===== src/rtl/spi_ram_arbiter.sv =====
// spi_ram_arbiter
//   Shares one single-port RAM between the SPI slave command stream and a
//   local requester. SPI commands set write/read address registers or queue
//   one memory op in a single-entry slot. Ownership alternates round-robin
//   when both sides are waiting.
//
// Ports
//   clk, rst_n                 clock, async active-low reset
//   spi_rx_data/spi_rx_valid   10-bit SPI frame {cmd[1:0], payload[7:0]}
//   spi_tx_data/spi_tx_valid   SPI read data back to the slave
//   spi_drop                   pulse: SPI memory command discarded (slot full)
//   loc_req/we/addr/wdata      local request, held until loc_gnt
//   loc_gnt                    grant pulse (the cycle the RAM is driven)
//   loc_rdata/loc_rvalid       local read data
//   ram_*                      single-port RAM, read data one cycle after ram_en
//
// state  | meaning
// -------+---------------------------------------------------------------
// IDLE   | arbitrate between queued SPI slot and loc_req
// SPI_OP | RAM driven with the SPI slot op
// SPI_RD | wait for RAM read data, return it on spi_tx_*
// LOC_OP | RAM driven with the local op, loc_gnt high
// LOC_RD | wait for RAM read data, return it on loc_r*

module spi_ram_arbiter #(
    parameter int ADDR_WIDTH = 8
) (
    input  logic                  clk,
    input  logic                  rst_n,
    input  logic [9:0]            spi_rx_data,
    input  logic                  spi_rx_valid,
    output logic [7:0]            spi_tx_data,
    output logic                  spi_tx_valid,
    output logic                  spi_drop,
    input  logic                  loc_req,
    input  logic                  loc_we,
    input  logic [ADDR_WIDTH-1:0] loc_addr,
    input  logic [7:0]            loc_wdata,
    output logic                  loc_gnt,
    output logic [7:0]            loc_rdata,
    output logic                  loc_rvalid,
    output logic                  ram_en,
    output logic                  ram_we,
    output logic [ADDR_WIDTH-1:0] ram_addr,
    output logic [7:0]            ram_wdata,
    input  logic [7:0]            ram_rdata
);

    typedef enum logic [2:0] {
        IDLE   = 3'd0,
        SPI_OP = 3'd1,
        SPI_RD = 3'd2,
        LOC_OP = 3'd3,
        LOC_RD = 3'd4
    } state_t;

    state_t state, state_nxt;

    logic [1:0]            cmd;
    logic [7:0]            payload;
    logic                  mem_cmd;
    logic                  accept;
    logic                  grant_spi;
    logic                  grant_loc;

    logic [ADDR_WIDTH-1:0] wr_addr;
    logic [ADDR_WIDTH-1:0] rd_addr;

    logic                  slot_full;
    logic                  slot_we;
    logic [ADDR_WIDTH-1:0] slot_addr;
    logic [7:0]            slot_data;

    logic                  last_gnt_loc;
    logic                  op_we;

    assign cmd     = spi_rx_data[9:8];
    assign payload = spi_rx_data[7:0];

    // cmd[0]=1 marks a memory command (01 write, 11 read)
    assign mem_cmd = spi_rx_valid && cmd[0];
    // A full slot that is leaving on this edge can take the new command
    assign accept  = mem_cmd && (!slot_full || grant_spi);

    always_comb begin
        state_nxt = state;
        grant_spi = 1'b0;
        grant_loc = 1'b0;
        case (state)
            IDLE: begin
                // SPI wins if alone, or if both wait and LOC had the last turn
                if (slot_full && (!loc_req || last_gnt_loc)) begin
                    grant_spi = 1'b1;
                    state_nxt = SPI_OP;
                end else if (loc_req) begin
                    grant_loc = 1'b1;
                    state_nxt = LOC_OP;
                end
            end
            SPI_OP:  state_nxt = op_we ? IDLE : SPI_RD;
            LOC_OP:  state_nxt = op_we ? IDLE : LOC_RD;
            SPI_RD:  state_nxt = IDLE;
            LOC_RD:  state_nxt = IDLE;
            default: state_nxt = IDLE;
        endcase
    end

    always_ff @(posedge clk or negedge rst_n) begin
        if (!rst_n) begin
            state <= IDLE;
        end else begin
            state <= state_nxt;
        end
    end

    // SPI address registers and the one-entry op slot
    always_ff @(posedge clk or negedge rst_n) begin
        if (!rst_n) begin
            wr_addr   <= '0;
            rd_addr   <= '0;
            slot_full <= 1'b0;
            slot_we   <= 1'b0;
            slot_addr <= '0;
            slot_data <= '0;
            spi_drop  <= 1'b0;
        end else begin
            if (spi_rx_valid && cmd == 2'b00) begin
                wr_addr <= payload[ADDR_WIDTH-1:0];
            end
            if (spi_rx_valid && cmd == 2'b10) begin
                rd_addr <= payload[ADDR_WIDTH-1:0];
            end
            if (grant_spi) begin
                slot_full <= 1'b0;
            end
            if (accept) begin
                slot_full <= 1'b1;
                slot_we   <= ~cmd[1];
                slot_addr <= cmd[1] ? rd_addr : wr_addr;
                slot_data <= payload;
            end
            spi_drop <= mem_cmd && !accept;
        end
    end

    // Op registers loaded on the grant edge; RAM address/data hold afterwards
    always_ff @(posedge clk or negedge rst_n) begin
        if (!rst_n) begin
            last_gnt_loc <= 1'b1;
            op_we        <= 1'b0;
            ram_addr     <= '0;
            ram_wdata    <= '0;
        end else if (grant_spi) begin
            last_gnt_loc <= 1'b0;
            op_we        <= slot_we;
            ram_addr     <= slot_addr;
            ram_wdata    <= slot_data;
        end else if (grant_loc) begin
            last_gnt_loc <= 1'b1;
            op_we        <= loc_we;
            ram_addr     <= loc_addr;
            ram_wdata    <= loc_wdata;
        end
    end

    // Read return paths
    always_ff @(posedge clk or negedge rst_n) begin
        if (!rst_n) begin
            spi_tx_data  <= '0;
            spi_tx_valid <= 1'b0;
            loc_rdata    <= '0;
            loc_rvalid   <= 1'b0;
        end else begin
            spi_tx_valid <= (state == SPI_RD);
            loc_rvalid   <= (state == LOC_RD);
            if (state == SPI_RD) begin
                spi_tx_data <= ram_rdata;
            end
            if (state == LOC_RD) begin
                loc_rdata <= ram_rdata;
            end
        end
    end

    assign ram_en  = (state == SPI_OP) || (state == LOC_OP);
    assign ram_we  = ram_en && op_we;
    assign loc_gnt = (state == LOC_OP);

endmodule


===== config.mk =====
export PLATFORM = sky130hd
export DESIGN_NAME = spi_ram_arbiter
export DESIGN_NICKNAME = d
export VERILOG_FILES = /design/src/rtl/spi_ram_arbiter.sv
export SDC_FILE = /design/constraint.sdc
export NUM_CORES = 1
export LEC_CHECK = 0
export BUFFER_PORTS_ARGS = -buffer_cell sky130_fd_sc_hd__buf_2
export CAP_MARGIN = 5
export CORE_ASPECT_RATIO = 1.2
export CORE_MARGIN = 2
export CORE_UTILIZATION = 57
export DETAILED_ROUTE_END_ITERATION = 8
export PLACE_DENSITY = 0.94
export SLEW_MARGIN = 40
export SYNTH_ARGS = -nofsm -noshare
export SYNTH_HDL_FRONTEND = slang
export SYNTH_SLANG_ARGS = --single-unit

===== constraint.sdc =====
create_clock -name clk -period 4 [get_ports clk]
set_input_delay 0.8 -clock clk [delete_from_list [all_inputs] [get_ports clk]]
set_output_delay 0.8 -clock clk [all_outputs]
set_load 0.01 [all_outputs]

# After elaboration in Yosys (flattened, before gate mapping)

Cells that the tools add are included.
Widths: inputs -> output; s select.

Output and inout port bits: 38
Register bits after elaboration: 74
Word-level logic and storage cells: 61
Bits of input ports: 39

Bitwise logic cells: 1
Equality and inequality tests: 6
Muxes and demuxes: 21
Reduce and logical (&&, ||, !) cells: 17

Operator list:

| kind               | number |
|---|---|
| $mux 8             | 5 |
| $mux 1             | 11 |
| $mux 3             | 3 |
| $pmux 3 s3         | 1 |
| $logic_and 1x1->1  | 7 |
| $eq 3x2->1 const B | 2 |
| $reduce_bool 2->1  | 2 |
| $eq 3x1->1 const B | 1 |
| $eq 3x3->1 const B | 1 |
| $logic_not 1->1    | 3 |
| $logic_not 3->1    | 1 |
| $logic_or 1x1->1   | 3 |
| $ne 3x3->1 const B | 1 |
| $eq 2x2->1 const B | 1 |
| $logic_not 2->1    | 1 |
| $mux 2             | 1 |
| $not 1->1          | 1 |

# Depth between registers and ports, before layout

Gate-level depths: netlist of run 1.

Depth in word-level cells: 9
Gate-level depth with buffers: 6
Mapped depth without buffers: 4

# Worst setup path before layout of run 1

OpenSTA, ideal clock, no wires.

Kind: input to register
Start point: input port loc_req
End point: register slot_addr[0]
Required time: 3.875 ns
Slack: 2.035 ns
Stages: 4
Buffers on the path: 1
Library setup time: 0.125 ns
Arrival: 1.840 ns
Cell sequence: nor2b_1 > o31ai_4 > buf_8 > mux2_4

Word-level cells in the longest chain between the ends: 7

RTL lines:

| element              | RTL line | text |
|---|---|---|
| start, declared      | 35       | `input logic loc_req,` |
| $logic_not 1->1      | 92       | `if (slot_full && (!loc_req \|\| last_gnt_loc)) begin` |
| $logic_or 1x1->1     | 92       |  |
| $logic_and 1x1->1    | 92       |  |
| $mux 1               | 92       |  |
| $mux 1               | 89       | `case (state)` |
| $logic_or 1x1->1     | 83       | `assign accept = mem_cmd && (!slot_full \|\| grant_spi);` |
| $logic_and 1x1->1    | 83       |  |
| end signal, assigned | 139      | `slot_addr <= cmd[1] ? rd_addr : wr_addr;` |
| end, declared        | 71       | `logic [ADDR_WIDTH-1:0] slot_addr;` |

Every way passes these cells.
A chain may end at the register's enable or synchronous reset.

# Worst setup path in the final report of run 1

Start point: register state[2]
End point: register slot_data[1]

Word-level cells in the longest chain between the ends: 4

RTL lines:

| element                | RTL line | text |
|---|---|---|
| start, declared        | 57       | `state_t state, state_nxt;` |
| start signal, assigned | 112      | `state <= state_nxt;` |
| $logic_not 3->1        | 89       |  |
| $mux 1                 | 89       |  |
| $logic_or 1x1->1       | 83       |  |
| $logic_and 1x1->1      | 83       |  |
| end signal, assigned   | 140      | `slot_data <= payload;` |
| end, declared          | 72       | `logic [7:0] slot_data;` |

Every way passes these cells.

==> flow_metrics.py, run 1 <==
metrics = {
    "critical_path": {
        "cpMaxStageDelayCell": "or3_4",
        "cp_slowest_stage_delay_ps": 540,
        "cp_data_arrival_time_ps": 2420,
        "path_class": "reg2reg",
        "path_cells": "or3_4, o31ai_4, buf_8, mux2_2",
        "critPathLaunchType": "flip-flop",
        "required_ps": 4220,
        "crit_fanout": 20,
        "cp-end-kind": "flip-flop",
    },
    "global_routing": {
        "grt_max_degree": 40,
        "use_met2_pct": 39.0,
        "antenna_found_initial": 0,
        "grtUsageMet1_pct": 28.9,
        "grt-ovfl-total": 0,
        "met3_usage_pct": 4.30,
        "top_usage_layer": "met2",
        "grt_pass1_vias": 2274,
        "grt_usage_pct": 23.5,
        "grt_pass1_wl_um": 11000,
    },
    "floorplanning": {
        "die_w_um": 72.5,
        "ios": 77,
        "fp.dieH_um": 86.2,
        "rows": 29,
        "start_util_pct": 59.8,
        "die_area_um2": 6250,
        "core-area_um2": 5370,
    },
    "place": {
        "portBuffers": 76,
        "dpl.hpwl_um": 4950,
        "place_congestion": 0.751,
        "postPlaceCellArea_um2": 3640,
    },
    "synth": {
        "yosysSeqAreaShare_pct": 57.7,
        "synth-async-reset-ratio_pct": 100,
        "yosysMostFrequentCell": "dfrtp_1",
        "synth_area_leaders": "dfrtp_1 (57%), mux2_2 (16%), mux2_4 (4.2%)",
        "avgSynthCellArea_um2": 13.1,
        "ys_top_cells_by_count": "dfrtp_1 (73), mux2_2 (47), a31oi_1 (18), o31ai_1 (17), clkbuf_1 (10)",
        "synth_top_area_share_pct": 56.9,
        "synth-seq-cells": 74,
        "syn_inst": 245,
        "netlist_area_um2": 3210,
        "synthFlopType": "dfrtp_1",
        "synth_warnings": 0,
        "synth_edf_count": 0,
        "yosysTopAreaCell": "dfrtp_1",
        "syn_nets": 284,
        "synth.distinct_cells": 30,
    },
    "sta": {
        "setup_viol": 0,
        "fmax_mhz": 456,
        "period_share_pct": 54.8,
        "hold_violations": 0,
        "fin_crit_ps": 2190,
        "fin_tns_setup_ps": 0,
        "maxSlewViolCount": 0,
        "tightest_slew_ps": 702,
        "worst_clock_skew_ps": 6.03,
        "worst_hold_slack_ps": 418,
        "rsz0062_at_grt": "false",
        "relSlewSlack_pct": 53.2,
    },
    "clock_tree": {
        "cts_hold_buf": 0,
        "clock_latency_ps": 340,
        "cts_tree": "yes",
        "cts_sinks": 74,
        "cts_resized": 0,
        "clk_pin_slew_ps": 70,
        "cts_setup_buffers": 0,
        "cts_buffers": 9,
        "clockBufferDepth": 2,
        "cts_root_buf": "clkbuf_8",
        "htree_levels": 3,
    },
    "final_layout": {
        "fill_cells": 380,
        "finalInstanceArea_um2": 3840,
        "drive_gt1_share_pct": 47.9,
        "area_growth_pct": 19.6,
        "final_nets": 360,
        "diodes": 0,
    },
    "hold_path": {
        "hold_path.class": "in2async",
    },
    "detailed_routing": {
        "avgViaCountPerCell": 5.89,
        "wl_um": 6790,
        "first_pass_iters": 4,
        "initialDrtViolationCount": 142,
        "drc_errors": 0,
        "num_vias": 2287,
        "routedWlPerCell_um": 17.5,
        "antenna_left": 0,
    },
    "job": {
        "drv_cap": 0,
    },
    "status": {
        "status": "completed",
    },
    "pwr": {
        "power_density_nw_per_um2": 784,
        "power.leakage_nw": 1.76,
        "irDropWorstVdd_mv": 0.441,
    },
}
[area by class of cell]
class / instances / area [um^2] / share of cell area [%]
inverter: 4 / 15.0 / 0.391
clock inverter: 2 / 35.0 / 0.912
clock buffer: 14 / 163 / 4.24
timing repair buffer: 81 / 428 / 11.1
tap: 62 / 77.6 / 2.02
multi-input combinational: 151 / 1270 / 33.0
sequential: 74 / 1850 / 48.3
[layer usage]
layer | part of all wire, % | vias to the layer above
li1 | - | 1061
met1 | 41 | 1107
met2 | 50 | 100
met3 | 5.3 | 19
met4 | 3.3 | 0
met5 | 0 | -
[path summary, 6_finish.rpt]
kind                               start      endpoint  slack (ps)  cells past startpoint
worst min-delay path               rst_n  loc_rdata[7]         420                      1
min in group clk                   op_we      state[2]         480                      1
worst min register to register     op_we      state[2]         480                      1
worst max register to register  state[2]  slot_data[1]        1810                      4
worst max-delay path            state[2]  slot_data[1]        1810                      4
max in group asynchronous          rst_n  last_gnt_loc        2750                      2
[power by group]
part	switching, mW	internal, mW	total [mW]
sequential	0.214	1.07	1.28
combinational	0.599	0.556	1.16
clock	0.250	0.322	0.572
[worst max-delay path: cells and delay by family, from the launching register on]
kind / cells / cell delay (ps)
AO/OA/AOI/OAI: 1 / 490
AND/OR/NAND/NOR: 1 / 540
flip-flops: 1 / 470
multiplexers: 1 / 350
buffers and inverters: 1 / 230
[flip-flops by register name (all words and copies together) (netlist names)]
register	flops
rd_addr	8
loc_rvalid	1
state	3
loc_rdata	8
slot_addr	8
ram_wdata	8
slot_we	1
slot_full	1
spi_tx_valid	1
wr_addr	8
spi_drop	1
last_gnt_loc	1
slot_data	8
ram_addr	8
op_we	1
spi_tx_data	8
[stage by stage]
stage	util (%)	setup slack, ps	cells	total power, mW
after floorplan	-	2040	245	2.05
after global placement	67.4	1420	371	2.36
after detailed placement	67.8	1530	372	2.45
after CTS	71.5	1800	388	3.02
after global routing	71.5	1710	388	3.21
final	71.5	1810	388	3.01
[cell families after synthesis]
kind of cell / Yosys count / synth area share (%)
AO/OA/AOI/OAI: 55 / 11.3
flip-flops: 74 / 57.7
AND/OR/NAND/NOR: 39 / 7.05
multiplexers: 57 / 21.0
buffers and inverters: 20 / 2.96
[layout by cell type, fill, tap and decap left out, types with 2 or more instances in the layout]
cell type	synthesis	layout
buf_2	4	75
dfrtp_1	73	73
mux2_2	47	47
a31oi_1	18	18
o31ai_1	17	17
clkbuf_8	0	11
o21ai_0	9	9
nand3_1	9	9
a21oi_1	9	9
nor3_1	9	9
mux2_4	9	9
buf_4	1	5
nor2b_1	4	4
nand2_1	4	4
inv_1	3	3
clkbuf_1	10	3
and2_1	2	2
nor3b_1	2	2
nor2_1	2	2
nand3b_1	2	2
Power figures use the tool's default switching activity.
==> run 2: changes to the inputs <==
--- a/config.mk
+++ b/config.mk
@@ -9,9 +9,9 @@
 export CAP_MARGIN = 5
 export CORE_ASPECT_RATIO = 1.2
 export CORE_MARGIN = 2
-export CORE_UTILIZATION = 57
+export CORE_UTILIZATION = 53
 export DETAILED_ROUTE_END_ITERATION = 8
-export PLACE_DENSITY = 0.94
+export PLACE_DENSITY = 0.89
 export SLEW_MARGIN = 40
 export SYNTH_ARGS = -nofsm -noshare
 export SYNTH_HDL_FRONTEND = slang
==> constraint.sdc (replaced) <==
create_clock -name clk -period 2.1 [get_ports clk]
set_input_delay 0.42 -clock clk [delete_from_list [all_inputs] [get_ports clk]]
set_output_delay 0.42 -clock clk [all_outputs]
set_load 0.01 [all_outputs]
==> run 2 against run 1 <==
Sequential cell count unchanged. Cell count up 6.2%. First-iteration DRC count down 39%. Critical path type unchanged. Worst setup slack worse by 1600 ps. Critical path depth unchanged. Sequential share of layout area down 1.2 points. Critical endpoint is now slot_data[2]. Sequential power up 89%. Hold slack worse by 390 ps. Clock-buffer cell count down 3. Clock skew up 0.54 ps.
==> flow_metrics.py, run 2 (same netlist as run 1, synthesis figures left out) <==
metrics = {
    "floorplanning": {
        "die_w_um": 75.1,
        "fp.dieH_um": 89.3,
        "ios": 77,
        "rows": 31,
        "die_area_um2": 6700,
        "core-area_um2": 5930,
        "start_util_pct": 54.1,
    },
    "sta": {
        "fmax_mhz": 530,
        "setup_viol": 0,
        "rsz0062_at_grt": "false",
        "hold_violations": 0,
        "worst_clock_skew_ps": 6.57,
        "relSlewSlack_pct": 58.2,
        "period_share_pct": 89.8,
        "maxSlewViolCount": 0,
        "fin_tns_setup_ps": 0,
        "tightest_slew_ps": 627,
        "fin_crit_ps": 1890,
        "fin_ws_ps": 214,
    },
    "final_layout": {
        "final_common_cell": "buf_2",
        "multi_input_area_um2": 1260,
        "instances_no_fill": 412,
        "final_nets": 364,
        "fill_cells": 452,
        "seqCellArea_um2": 1850,
        "diodes": 0,
        "drive_gt1_share_pct": 49.1,
        "area_growth_pct": 22.6,
        "layout_common_cells": "buf_2 (76), dfrtp_1 (73), mux2_2 (47)",
    },
    "critical_path": {
        "cp_data_arrival_time_ps": 2110,
        "cpMaxStageDelayCell": "or3_4",
        "cp-end-kind": "flip-flop",
        "crit_fanout": 20,
        "required_ps": 2320,
        "critPathLaunchType": "flip-flop",
        "cp_slowest_stage_delay_ps": 530,
        "path_class": "reg2reg",
        "path_cells": "or3_4, o31ai_4, buf_12, mux2_2",
    },
    "detailed_routing": {
        "avgViaCountPerCell": 5.50,
        "routedWlPerCell_um": 16.0,
        "antenna_left": 0,
        "num_vias": 2266,
        "initialDrtViolationCount": 87,
        "wl_um": 6600,
        "first_pass_iters": 4,
        "drc_errors": 0,
    },
    "global_routing": {
        "antenna_found_initial": 0,
        "grt_pass1_vias": 2346,
        "grt_usage_pct": 21.6,
        "grt_max_degree": 32,
        "grt-ovfl-total": 0,
        "grt_pass1_wl_um": 10700,
    },
    "pwr": {
        "power_density_nw_per_um2": 1490,
        "power.leakage_nw": 1.80,
        "irDropWorstVdd_mv": 0.698,
    },
    "place": {
        "place_congestion": 0.758,
        "portBuffers": 76,
        "place_inst": 396,
        "pre_cts_slack_ps": 231,
        "dpl.hpwl_um": 5040,
    },
    "clock_tree": {
        "cts_tree": "yes",
        "cts_hold_buf": 0,
        "htree_levels": 3,
        "cts_setup_buffers": 0,
        "clock_latency_ps": 340,
        "clk_pin_slew_ps": 70,
        "cts_sinks": 74,
        "cts_resized": 0,
        "cts_buffers": 9,
        "clockBufferDepth": 2,
        "cts_root_buf": "clkbuf_8",
    },
    "status": {
        "status": "completed",
    },
    "job": {
        "drv_cap": 0,
    },
    "hold_path": {
        "hold_path.class": "in2async",
    },
}
[run 2: changes by cell type in the layout (fill, tap and decap cells not counted)]
cell	delta
buf_12	+3
clkinvlp_4	+1
buf_2	+1
clkbuf_8	-1
bufinv_16	+1
nor3_4	-1
buf_8	-1
clkbuf_1	-2
nor3_2	+1
clkinv_2	+1
buf_4	+1
[run 2: routing by layer]
metal | GRT usage (%) | vias up | routed length, um
li1 | - | 1079 | -
met1 | 26.0 | 1097 | 2760
met2 | 36.0 | 72 | 3370
met3 | 4.85 | 18 | 296
met4 | 11.2 | 0 | 167
met5 | 0 | - | 0
[run 2: area by class of cell]
class	count	share of cell area [%]
Clock buffer	11	3.59
Clock inverter	5	1.97
Inverter	4	0.381
Multi-Input combinational cell	151	32.1
Sequential cell	74	47.1
Tap cell	82	2.61
Timing Repair Buffer	85	12.3
[run 2: final timing paths]
kind	from	end	slack [ps]	depth (start not counted)
max	state[2]	slot_data[2]	210	4
min	rst_n	slot_addr[7]	30	1
max in group asynchronous	rst_n	last_gnt_loc	1470	2
min reg2reg	spi_tx_data[5]	spi_tx_data[5]	500	1
max reg2reg	state[2]	slot_data[2]	210	4
min in group clk	ram_rdata[6]	loc_rdata[6]	320	2
[run 2: worst max-delay path: cells and delay by family, from the launching register on]
| family | cells | cell delay, ps |
|---|---|---|
| flip-flops | 1 | 450 |
| buffers and inverters | 1 | 210 |
| AO/OA/AOI/OAI | 1 | 240 |
| AND/OR/NAND/NOR | 1 | 530 |
| multiplexers | 1 | 340 |
[run 2: where the power goes]
group          internal, mW  switching, mW
clock network         0.697          0.491
registers              2.04          0.382
logic                  1.09           1.15
total                  3.82           2.02
[run 2: per-stage QoR]
stage | power, mW | hold slack (ps) | util (%) | area (um^2)
floorplan | 3.91 | 124 | - | 3210
global placement | 4.56 | 399 | 62.7 | 3720
detailed placement | 4.68 | 406 | 62.7 | 3720
CTS | 5.88 | 26.3 | 66.4 | 3940
global route | 6.25 | 47.3 | 66.4 | 3940
finish | 5.85 | 31.1 | 66.4 | 3940
